==> config.mk <==
export PLATFORM = sky130hd
export DESIGN_NAME = rr_arbiter4_flat
export DESIGN_NICKNAME = d
export VERILOG_FILES = /design/src/rtl/rr_arbiter4_if.sv /design/src/rtl/rr_arbiter4.sv /design/src/flat_wrapper.sv
export SDC_FILE = /design/constraint.sdc
export NUM_CORES = 1
export LEC_CHECK = 0
export CORE_MARGIN = 2
export CORE_UTILIZATION = 39
export CTS_CLUSTER_DIAMETER = 100
export DETAILED_ROUTE_END_ITERATION = 6
export PLACE_DENSITY_LB_ADDON = 0.25
export SLEW_MARGIN = 20
export SYNTH_ARGS = -nofsm -noshare
export SYNTH_HDL_FRONTEND = slang
export SYNTH_SLANG_ARGS = --single-unit
==> constraint.sdc <==
create_clock -name clk -period 2.2 [get_ports clk]
set_clock_uncertainty 0.15 [all_clocks]
set_input_delay 0.33 -clock clk [delete_from_list [all_inputs] [get_ports clk]]
set_output_delay 0.33 -clock clk [all_outputs]
set_load 0.02 [all_outputs]
==> src/rtl/rr_arbiter4_if.sv <==
// Request/grant bundle between four requesters and the round-robin arbiter.
// master = requester side, slave = arbiter side.
interface rr_arbiter4_if;
    logic [3:0] req;
    logic       done;
    logic [3:0] gnt;
    logic [1:0] gnt_idx;
    logic       gnt_valid;
    logic       timeout;

    modport master (
        output req,
        output done,
        input  gnt,
        input  gnt_idx,
        input  gnt_valid,
        input  timeout
    );

    modport slave (
        input  req,
        input  done,
        output gnt,
        output gnt_idx,
        output gnt_valid,
        output timeout
    );
endinterface

==> src/rtl/rr_arbiter4.sv <==
// Purpose: 4-way round-robin arbiter with a two-state IDLE/GRANT FSM and a rotating priority pointer.
// Latency: grant visible one cycle after the request edge; at least one idle cycle between grants.
// Backpressure: owner keeps the grant until done, request drop or (ARB_TIMEOUT_EN) timeout expiry.
module rr_arbiter4 #(
    parameter int TIMEOUT_CYCLES = 16
) (
    input  logic         clk,
    input  logic         rst,
    rr_arbiter4_if.slave bus
);

    typedef enum logic {
        S_IDLE  = 1'b0,
        S_GRANT = 1'b1
    } state_t;

    state_t     r_state;
    state_t     w_state_nxt;
    logic [1:0] r_ptr;
    logic [1:0] w_ptr_nxt;
    logic [3:0] r_gnt;
    logic [3:0] w_gnt_nxt;
    logic [1:0] r_gnt_idx;
    logic [1:0] w_gnt_idx_nxt;
    logic       r_gnt_valid;
    logic       w_gnt_valid_nxt;
    logic       r_timeout;
    logic       w_timeout_nxt;

    logic       w_win_vld;
    logic [1:0] w_win_idx;
    logic       w_norm_rel;
    logic       w_expire;

    // Scan from the lowest priority up so the highest-priority hit is written last.
    always_comb begin
        w_win_vld = 1'b0;
        w_win_idx = 2'b00;
        for (int k = 3; k >= 0; k--) begin
            if (bus.req[r_ptr + 2'(k)]) begin
                w_win_vld = 1'b1;
                w_win_idx = r_ptr + 2'(k);
            end
        end
    end

    assign w_norm_rel = bus.done | ~bus.req[r_gnt_idx];

`ifdef ARB_TIMEOUT_EN
    logic [7:0] r_cnt;

    // Counter reads 0 in the first grant cycle, so it hits TIMEOUT_CYCLES-1 in the last allowed one.
    always_ff @(posedge clk) begin
        if (rst) begin
            r_cnt <= 8'd0;
        end else if (r_state == S_GRANT) begin
            r_cnt <= r_cnt + 8'd1;
        end else begin
            r_cnt <= 8'd0;
        end
    end

    assign w_expire = (r_state == S_GRANT) && (r_cnt == 8'(TIMEOUT_CYCLES - 1));
`else
    logic [7:0] w_unused_cfg;

    assign w_unused_cfg = 8'(TIMEOUT_CYCLES);
    assign w_expire     = 1'b0;
`endif

    always_comb begin
        w_state_nxt     = r_state;
        w_ptr_nxt       = r_ptr;
        w_gnt_nxt       = r_gnt;
        w_gnt_idx_nxt   = r_gnt_idx;
        w_gnt_valid_nxt = r_gnt_valid;
        w_timeout_nxt   = 1'b0;

        case (r_state)
            S_IDLE: begin
                if (w_win_vld) begin
                    w_state_nxt     = S_GRANT;
                    w_gnt_nxt       = 4'b0001 << w_win_idx;
                    w_gnt_idx_nxt   = w_win_idx;
                    w_gnt_valid_nxt = 1'b1;
                end else begin
                    w_gnt_nxt       = 4'b0000;
                    w_gnt_idx_nxt   = 2'b00;
                    w_gnt_valid_nxt = 1'b0;
                end
            end
            S_GRANT: begin
                // A normal release masks a coincident expiry, so timeout only fires on a forced revoke.
                if (w_norm_rel || w_expire) begin
                    w_state_nxt     = S_IDLE;
                    w_ptr_nxt       = r_gnt_idx + 2'd1;
                    w_gnt_nxt       = 4'b0000;
                    w_gnt_idx_nxt   = 2'b00;
                    w_gnt_valid_nxt = 1'b0;
                    w_timeout_nxt   = w_expire & ~w_norm_rel;
                end
            end
            default: begin
                w_state_nxt     = S_IDLE;
                w_gnt_nxt       = 4'b0000;
                w_gnt_idx_nxt   = 2'b00;
                w_gnt_valid_nxt = 1'b0;
            end
        endcase
    end

    always_ff @(posedge clk) begin
        if (rst) begin
            r_state     <= S_IDLE;
            r_ptr       <= 2'b00;
            r_gnt       <= 4'b0000;
            r_gnt_idx   <= 2'b00;
            r_gnt_valid <= 1'b0;
            r_timeout   <= 1'b0;
        end else begin
            r_state     <= w_state_nxt;
            r_ptr       <= w_ptr_nxt;
            r_gnt       <= w_gnt_nxt;
            r_gnt_idx   <= w_gnt_idx_nxt;
            r_gnt_valid <= w_gnt_valid_nxt;
            r_timeout   <= w_timeout_nxt;
        end
    end

    assign bus.gnt       = r_gnt;
    assign bus.gnt_idx   = r_gnt_idx;
    assign bus.gnt_valid = r_gnt_valid;
    assign bus.timeout   = r_timeout;

endmodule

==> src/flat_wrapper.sv <==
// flat-port wrapper written by rule: the top's interface ports become plain ports
module rr_arbiter4_flat 
#(
    parameter int TIMEOUT_CYCLES = 16
)
  (clk, rst, bus_req, bus_done, bus_gnt, bus_gnt_idx, bus_gnt_valid, bus_timeout);
  rr_arbiter4_if bus_i ();
  input  logic clk;
  input  logic rst;
  input wire logic [$bits(bus_i.req)-1:0] bus_req;
  input wire logic [$bits(bus_i.done)-1:0] bus_done;
  output wire logic [$bits(bus_i.gnt)-1:0] bus_gnt;
  output wire logic [$bits(bus_i.gnt_idx)-1:0] bus_gnt_idx;
  output wire logic [$bits(bus_i.gnt_valid)-1:0] bus_gnt_valid;
  output wire logic [$bits(bus_i.timeout)-1:0] bus_timeout;
  assign bus_i.req = bus_req;
  assign bus_i.done = bus_done;
  assign bus_gnt = bus_i.gnt;
  assign bus_gnt_idx = bus_i.gnt_idx;
  assign bus_gnt_valid = bus_i.gnt_valid;
  assign bus_timeout = bus_i.timeout;
  rr_arbiter4 #(.TIMEOUT_CYCLES(TIMEOUT_CYCLES)) u_core (.clk(clk), .rst(rst), .bus(bus_i));
endmodule
==> results of run 1 <==
[final cells by class]
cell class,count,area [µm²]
fillers,126,601
multi-input cells,40,317
flip-flops and latches,10,200
repair buffers,14,138
clock buffers,4,36.3
well taps,15,18.8
inverters,2,7.51
[report_power, final]
| part | switching [mW] | total [mW] | internal (mW) |
|---|---|---|---|
| Clock | 0.0635 | 0.164 | 0.100 |
| Sequential | 0.0153 | 0.211 | 0.196 |
| Combinational | 0.0612 | 0.125 | 0.0641 |
[placed cells by master (no fill, tap or decap), types with 2 or more instances in the layout]
| master | synthesis | routed |
|---|---|---|
| o22ai_1 | 2 | 2 |
| nor2_1 | 5 | 5 |
| inv_1 | 2 | 2 |
| nand2b_1 | 2 | 2 |
| nand2_1 | 2 | 2 |
| clkdlybuf4s50_1 | 0 | 13 |
| dfxtp_1 | 10 | 10 |
| o221ai_1 | 2 | 2 |
| a21oi_1 | 4 | 4 |
| clkbuf_4 | 0 | 3 |
| a32o_1 | 4 | 4 |
| a211oi_1 | 2 | 2 |
[metrics by stage]
stage | cell area [µm²] | total power, mW | cells | hold WS [ps] | util
5_1_grt | 717 | 0.527 | 85 | 327 | 0.544
3_5_place_dp | 681 | 0.341 | 81 | 303 | 0.517
6_report | 717 | 0.501 | 85 | 315 | 0.544
4_1_cts | 717 | 0.508 | 85 | 320 | 0.544
3_3_place_gp | 681 | 0.340 | 81 | 303 | 0.517
2_1_floorplan | 562 | 0.303 | 56 | 327 | -
[kinds of logic (layout without fill, tap and decap cells)]
| group | count (synthesis) | in the layout |
|---|---|---|
| other cells | 1 | 1 |
| buf+inv | 6 | 20 |
| flops | 10 | 10 |
| mux | 3 | 3 |
| simple gates | 14 | 14 |
| xor+xnor | 1 | 1 |
| compound gates | 21 | 21 |
[flip-flops by register name, summed over array words and instances (netlist names)]
name and count:
u_core.bus.gnt_idx 2, u_core.bus.gnt_valid 1, u_core.r_state 1, u_core.bus.gnt 4, u_core.r_ptr 2
[worst min path at each step]
stage,from,end,slack [ps],cells past startpoint
2_1_floorplan,u_core.r_state$_SDFF_PP0_,u_core.bus.gnt_idx[1]$_SDFFE_PP0P_,330,2
3_3_place_gp,u_core.bus.gnt[2]$_SDFFE_PP0P_,u_core.bus.gnt[2]$_SDFFE_PP0P_,300,1
3_5_place_dp,u_core.bus.gnt[0]$_SDFFE_PP0P_,u_core.bus.gnt[0]$_SDFFE_PP0P_,300,1
4_1_cts,u_core.bus.gnt[0]$_SDFFE_PP0P_,u_core.bus.gnt[0]$_SDFFE_PP0P_,320,1
5_1_grt,u_core.bus.gnt[1]$_SDFFE_PP0P_,u_core.bus.gnt[1]$_SDFFE_PP0P_,330,1
6_report,u_core.bus.gnt[0]$_SDFFE_PP0P_,u_core.bus.gnt[0]$_SDFFE_PP0P_,310,1
[per-layer routing]
| metal | global-route usage | wire length [µm] | part of all wire |
|---|---|---|---|
| met5 | 0 | 0 | 0 |
| met4 | 0.0774 | 21 | 0.019 |
| met3 | 0.0348 | 60 | 0.055 |
| met2 | 0.184 | 465 | 0.43 |
| met1 | 0.181 | 536 | 0.49 |
==> run_results.csv, run 1 <==
group,metric,value,unit
sta,setup_tns,0,ps
synth,yosys.area.top_type,"dfxtp_1",
sta,finalSetupViolCount,0,
placed_design,port_buffers,13,
worst_setup_path,worstPathArrival,1390,ps
pwr,p_leak,0.262,nW
placed_design,post-place-ws,148,ps
sta,fmax,536,MHz
pwr,vdd_drop_max,0.478,mV
detailed_routing,drc,0,
worst_setup_path,crit_buf_inv,1,
global_route,antenna_found_initial,0,
synth,synthesis.nets,63,
detailed_routing,wl_per_cell,12.8,µm
clock_tree,post_cts_buffers,0,
clock_tree,cts_buffers,3,
synth,async_flop_share,0,
synth,synth_top_family_by_area,"compound AO/OA/AOI/OAI gates",
floorplanning,row_count,13,
pwr,power.density,698,nW/µm²
synth,yosys.area_share.simple,0.147,
global_route,grt_use_total,0.132,
detailed_routing,drt-pass1-iter-count,4,
worst_setup_path,crit_path_end,"bus_gnt_idx[0]",
global_route,grt_overflow,0,
detailed_routing,vias,478,
placed_design,detailed_place_hpwl,803,µm
worst_setup_path,reg2reg_slack,470,ps
worst_setup_path,regToRegEndpoint,"u_core.bus.gnt_idx[0]$_SDFFE_PP0P_",
worst_setup_path,crit_type,"flip-flop to output port",
sta,rsz0062_at_grt,"no",
synth,synth_edf_count,0,
floorplanning,pin_count,15,
synth,synth-adder-area-share,0,
clock_tree,cts-hold-fix-buffers,0,
synth,yosysWarnings,0,
worst_setup_path,critPathSlowestCell,"clkdlybuf4s50_1",
synth,synth_seq_area_share,0.356,
worst_setup_path,cpPeakStageDelay,660,ps
clock_tree,cts-resized-gates,0,
worst_setup_path,endpoint_kind,"output port",
synth,syn_avg_cell_area,10.0,µm²
synth,synthFlopType,"dfxtp_1",
detailed_routing,drt-total-wl,1080,µm
clock_tree,h-tree-depth,1,
final_layout,syn2layout_area_growth,27.6,%
floorplanning,coreArea,1320,µm²
sta,final_max_slew_viol_count,0,
synth,yosysTopAreaCellShare,0.356,
detailed_routing,drtIter0Drc,8,
detailed_routing,detail-route-antenna-nets,0,
sta,hold_viol,0,
synth,synth_most_common_cell,"dfxtp_1",
final_layout,drive_gt1_frac,0.171,
floorplanning,die_x,42.0,µm
worst_setup_path,critPathTopFamily,"buffers and inverters",
final_layout,fin_nets,78,
synth,synth_mux_area_frac,0.0646,
clock_tree,clock_latency,260,ps
clock_tree,cts.clk_slew.worst_paths,70,ps
floorplanning,dieHeight,42.0,µm
worst_setup_path,crit_chain,"clkdlybuf4s50_1",
placed_design,gp_congestion,0.798,
synth,netlist_instances,56,
worst_setup_path,startpoint,"u_core.bus.gnt_idx[0]$_SDFFE_PP0P_",
clock_tree,cts.sinks,10,
synth,netlist_area,562,µm²
floorplanning,dieArea,1760,µm²
detailed_routing,via_per_inst,5.62,
synth,yosys-top-cells-area,"dfxtp_1 (36%), a32o_1 (7.1%), a221oi_4 (4.7%)",
synth,ys_types,29,
sta,fin_crit,1870,ps
worst_setup_path,cp.depth,1,
clock_tree,clock-root-buffer,"clkbuf_4",
worst_setup_path,crit-reg2reg-launch,"u_core.bus.gnt_idx[0]$_SDFFE_PP0P_",
worst_setup_path,worstRegToRegCells,4,
synth,synth-xor-area-share,0.0156,
min_path,holdCritPathClass,"flip-flop to flip-flop",
worst_setup_path,required,1720,ps
global_route,grt_pass1_wl,1790,µm
worst_setup_path,crit_fanout,6,
global_route,grt_max_degree,9,
clock_tree,cts_tree,"done",
clock_tree,cts_buffer_depth,2,
status,status,"finished clean",
synth,synth_common_cells,"dfxtp_1 (10), nor2_1 (5), a21oi_1 (4), a32o_1 (4)",
sta,fin_ws,334,ps
global_route,grt_pass1_vias,418,
worst_setup_path,start_kind,"flip-flop",
synth,synth-compound-area-share,0.330,
final_layout,antenna_cells,0,
synth,ys_seq_elements,10,
flow_run,cap_violations,0,
floorplanning,initial_utilization,0.426,
sta,finalCritPeriodShare,0.848,
(Power assumes the default switching activity.)
==> inputs of run 2 (changes only) <==
clock period = 1.6 ns   (was 2.2 ns; I/O delays follow)
==> run 2 against run 1 <==
  * Global-route usage up 3.3 points
  * Sequential power up 38%
  * Register-to-register slack worse by 440 ps
  * Critical endpoint is now u_core.bus.gnt_idx[0]$_SDFFE_PP0P_
  * Sequential share of layout area down 2.0 points
  * Critical path type is now input port to flip-flop
  * Highest routed layer unchanged
==> run_results.csv, run 2 (same netlist as run 1, synthesis figures left out) <==
group,metric,value,unit
sta,hold_viol,0,
sta,finalCritPeriodShare,0.983,
detailed_routing,drt-met1-wl,626,µm
clock_tree,cts.sinks,10,
worst_setup_path,critPathSlowestCell,"clkdlybuf4s50_1",
floorplanning,initial_utilization,0.426,
final_layout,syn2layout_area_growth,39.9,%
floorplanning,dieArea,1760,µm²
final_layout,drive_gt1_frac,0.286,
clock_tree,cts.clk_slew.worst_paths,60,ps
detailed_routing,wl_met2,579,µm
clock_tree,cts_tree,"done",
pwr,vdd_drop_max,0.695,mV
detailed_routing,routed-wl-met3,66,µm
worst_setup_path,crit_chain,"clkdlybuf4s50_1, and2b_1, a22o_1, nor3b_4, a22o_2",
sta,final_max_slew_viol_count,0,
global_route,antenna_found_initial,0,
pwr,power.density,903,nW/µm²
sta,whs,315,ps
flow_run,cap_violations,0,
final_layout,fillers,124,
clock_tree,clock_latency,270,ps
worst_setup_path,endpoint_kind,"flip-flop",
placed_design,detailed_place_hpwl,861,µm
global_route,grt_max_degree,9,
sta,fin_ws,26.7,ps
floorplanning,pin_count,15,
detailed_routing,drc,0,
final_layout,antenna_cells,0,
sta,finalSetupViolCount,0,
detailed_routing,via_per_inst,5.71,
placed_design,port_buffers,13,
detailed_routing,drt-total-wl,1310,µm
worst_setup_path,crit_buf_inv,1,
placed_design,gp_congestion,0.787,
worst_setup_path,crit_type,"input port to flip-flop",
detailed_routing,detail-route-antenna-nets,0,
global_route,grt_overflow,0,
global_route,grt_use_total,0.166,
detailed_routing,vias,525,
detailed_routing,highest_layer,"met4",
clock_tree,h-tree-depth,1,
placed_design,dp_cells,87,
final_layout,mostFrequentLayoutCells,"dfxtp_1 (9), dlygate4sd2_1 (8), buf_4 (8)",
detailed_routing,drtIter0Drc,8,
global_route,grt_pass1_vias,512,
worst_setup_path,critPathTopFamily,"buffers and inverters",
final_layout,largest_register_ffs,4,
floorplanning,dieHeight,42.0,µm
worst_setup_path,cpPeakStageDelay,470,ps
clock_tree,cts_buffer_depth,2,
sta,fin_crit,1570,ps
min_path,holdCritPathClass,"flip-flop to flip-flop",
worst_setup_path,required,1610,ps
placed_design,post-place-ws,-303,ps
pwr,p_leak,0.375,nW
global_route,grt_pass1_wl,2170,µm
clock_tree,clock-root-buffer,"clkbuf_4",
status,status,"finished clean",
detailed_routing,drt-pass1-iter-count,4,
sta,rsz0062_at_grt,"yes",
clock_tree,cts_buffers,3,
detailed_routing,wl_per_cell,14.2,µm
worst_setup_path,start_kind,"input port",
final_layout,layout_commonest_cell,"dfxtp_1",
worst_setup_path,worstPathArrival,1580,ps
floorplanning,coreArea,1320,µm²
sta,fmax,636,MHz
final_layout,instances_no_fill,92,
floorplanning,die_x,42.0,µm
final_layout,fin_nets,85,
worst_setup_path,crit_fanout,5,
sta,setup_tns,0,ps
floorplanning,row_count,13,
run 2: changes by cell type in the layout (fill, tap and decap cells not counted), sizes merged:
cell,change
clkdlybuf4s50,-11
buf,+7
dlymetal6s2s,+3
dlygate4sd2,+8
run 2: final timing paths:
kind / depth (start not counted) / endpoint / slack (ps) / start
worst min register to register: 1 / u_core.bus.gnt[2]$_SDFFE_PP0P_ / 320 / u_core.bus.gnt[2]$_SDFFE_PP0P_
worst max-delay path: 5 / u_core.bus.gnt_idx[0]$_SDFFE_PP0P_ / 30 / bus_done
worst min-delay path: 1 / u_core.bus.gnt[2]$_SDFFE_PP0P_ / 320 / u_core.bus.gnt[2]$_SDFFE_PP0P_
worst max register to register: 4 / u_core.bus.gnt_idx[0]$_SDFFE_PP0P_ / 30 / u_core.bus.gnt_idx[0]$_SDFFE_PP0P_
run 2: area by class of cell:
class                   instances  area (µm²)  area share
multi-input cells              40         332       0.422
inverters                       2        7.51     0.00955
repair buffers                 21         188       0.239
well taps                      15        18.8      0.0239
flip-flops and latches         10         204       0.260
clock buffers                   4        36.3      0.0462
run 2: layer usage:
metal | up-vias | global-route usage
met2 | 16 | 0.213
met4 | 0 | 0.135
li1 | 254 | -
met1 | 249 | 0.215
met3 | 6 | 0.0609
met5 | - | 0
run 2: worst register-to-register path, stage by stage, from the launching register on:
cell     delay, ps
dfxtp_4        370
mux2_4         330
a22o_1         230
nor3b_4        170
a22o_2         210
run 2: timing repair:
action,4_1_cts,5_1_grt
gates resized for setup,11,3
setup buffers,1,0
pin swaps,2,1
endpoints found under the setup margin,11,8
hold buffers,0,0
run 2: per-stage QoR:
step                      power, mW  instance area [µm²]  utilization
after detailed placement      0.483                  729        0.554
after floorplan               0.417                  566            -
final                         0.709                  786        0.596
after CTS                     0.714                  778        0.591
after global routing          0.750                  786        0.596
after global placement        0.482                  729        0.554
run 2: power breakdown:
group	internal [mW]	leakage, nW	switching, mW
clock	0.138	0.0210	0.0889
sequential	0.270	0.0830	0.0214
combinational	0.0952	0.271	0.0957
total	0.503	0.375	0.206
==> inputs of run 3 (changes only) <==
DONT_BUFFER_PORTS = 1   (was not set)
TNS_END_PERCENT = 5   (was not set)
==> run 3 against run 2 <==
  * Sequential cell count unchanged
  * Clock power decreased by 21%
  * Critical path depth decreased by 1
  * Routed wire length decreased by 15%
  * Sequential power increased by 4%
  * First-iteration DRC count increased by 38%
  * Non-clock buffer count decreased by 17
  * Die area unchanged
  * Clock-buffer cell count unchanged
==> run_results.csv, run 3 (same netlist as run 1, synthesis figures left out) <==
group,metric,value,unit
status,status,"finished clean",
floorplanning,initial_utilization,0.426,
sta,finalCritPeriodShare,0.977,
placed_design,placed_cell_area,562,µm²
worst_setup_path,start_kind,"flip-flop",
detailed_routing,wl_met2,496,µm
final_layout,mostFrequentLayoutCells,"dfxtp_1 (9), nor2_1 (5), a21oi_1 (4), a32o_1 (4)",
global_route,antenna_found_initial,0,
detailed_routing,drtIter0Drc,11,
pwr,vdd_drop_max,0.377,mV
pwr,clockPowerShare,0.295,
sta,whs,7.69,ps
worst_setup_path,reg2reg_slack,40,ps
pwr,p_int,430,µW
global_route,grt_overflow,0,
clock_tree,clock-root-buffer,"clkbuf_4",
detailed_routing,drc,0,
clock_tree,cts_tree,"done",
clock_tree,h-tree-depth,1,
detailed_routing,via_per_inst,6.07,
pwr,p_leak,0.228,nW
placed_design,gp_congestion,0.766,
sta,fmax,640,MHz
detailed_routing,drt-total-wl,1110,µm
sta,fin_ws,37.1,ps
final_layout,largest_register_ffs,4,
detailed_routing,vias,455,
pwr,power.total,609,µW
final_layout,instances_no_fill,75,
sta,rsz0062_at_grt,"yes",
floorplanning,dieHeight,42.0,µm
placed_design,dp_cells,69,
placed_design,detailed_place_hpwl,817,µm
pwr,power.density,999,nW/µm²
pwr,pwr-share-seq,0.497,
detailed_routing,wl_per_cell,14.8,µm
worst_setup_path,worstPathArrival,1570,ps
floorplanning,row_count,13,
sta,fin_crit,1560,ps
sta,finalSetupViolCount,0,
final_layout,antenna_cells,0,
final_layout,final_core_util,0.462,
floorplanning,dieArea,1760,µm²
clock_tree,cts.clk_slew.worst_paths,60,ps
detailed_routing,routed-wl-met3,79,µm
clock_tree,cts_buffer_depth,2,
detailed_routing,highest_layer,"met4",
placed_design,post-place-ws,24.2,ps
sta,hold_viol,0,
pwr,power_switching,179,µW
detailed_routing,drt-met1-wl,500,µm
sta,setup_tns,0,ps
pwr,combPwrFrac,0.208,
global_route,grt_max_degree,9,
pwr,switching_share,0.294,
final_layout,syn2layout_area_growth,8.46,%
min_path,holdCritPathClass,"input port to flip-flop",
clock_tree,cts.sinks,10,
final_layout,drive_gt1_frac,0.233,
global_route,grt_pass1_wl,1750,µm
final_layout,layout_commonest_cell,"dfxtp_1",
global_route,grt_use_total,0.129,
detailed_routing,drt-pass1-iter-count,4,
clock_tree,cts_buffers,3,
floorplanning,coreArea,1320,µm²
final_layout,design_area,609,µm²
worst_setup_path,required,1600,ps
floorplanning,die_x,42.0,µm
clock_tree,clock_latency,270,ps
worst_setup_path,crit_type,"flip-flop to flip-flop",
placed_design,port_buffers,0,
worst_setup_path,endpoint_kind,"flip-flop",
detailed_routing,detail-route-antenna-nets,0,
flow_run,cap_violations,0,
final_layout,fin_nets,68,
global_route,grt_pass1_vias,414,
floorplanning,pin_count,15,
worst_setup_path,crit_fanout,5,
sta,final_max_slew_viol_count,0,
## run 3: critical path, stage by stage (launching register included)
cell and delay, ps:
dfxtp_4 360, mux2_4 330, a22o_1 230, nor3b_4 170
a32o_1 200
## run 3: worst paths after layout
| check | from | end | cells past startpoint |
|---|---|---|---|
| max | u_core.bus.gnt_idx[0]$_SDFFE_PP0P_ | u_core.bus.gnt[0]$_SDFFE_PP0P_ | 4 |
| min | rst | u_core.bus.gnt_valid$_SDFFE_PP0P_ | 2 |
| max reg2reg | u_core.bus.gnt_idx[0]$_SDFFE_PP0P_ | u_core.bus.gnt[0]$_SDFFE_PP0P_ | 4 |
| min reg2reg | u_core.r_state$_SDFF_PP0_ | u_core.bus.gnt_idx[1]$_SDFFE_PP0P_ | 2 |
## run 3: power by group through the flow
stage          clock [mW]  sequential, mW  combinational, mW
6_report            0.179           0.303              0.127
5_1_grt             0.202           0.305              0.140
3_5_place_dp            0           0.309              0.117
3_3_place_gp            0           0.308              0.116
2_1_floorplan           0           0.306              0.111
4_1_cts             0.183           0.303              0.121
## run 3: area by class of cell
type	count	area, µm²
repair buffers	4	32.5
clock buffers	4	26.3
multi-input cells	40	320
well taps	15	18.8
inverters	2	7.51
fillers	128	708
flip-flops and latches	10	204
## run 3: what timing repair did
action                                 in CTS  in global routing
hold buffers                                1                  0
setup endpoints to repair                   0                  7
resized for setup                           0                  1
buffers inserted                            0                  1
endpoints found under the hold margin       5                  0
## run 3: routing by layer
layer / vias to the layer above / track usage
met5: - / 0
met4: 0 / 0.0968
met3: 5 / 0.0304
met2: 13 / 0.197
met1: 217 / 0.156
li1: 220 / -
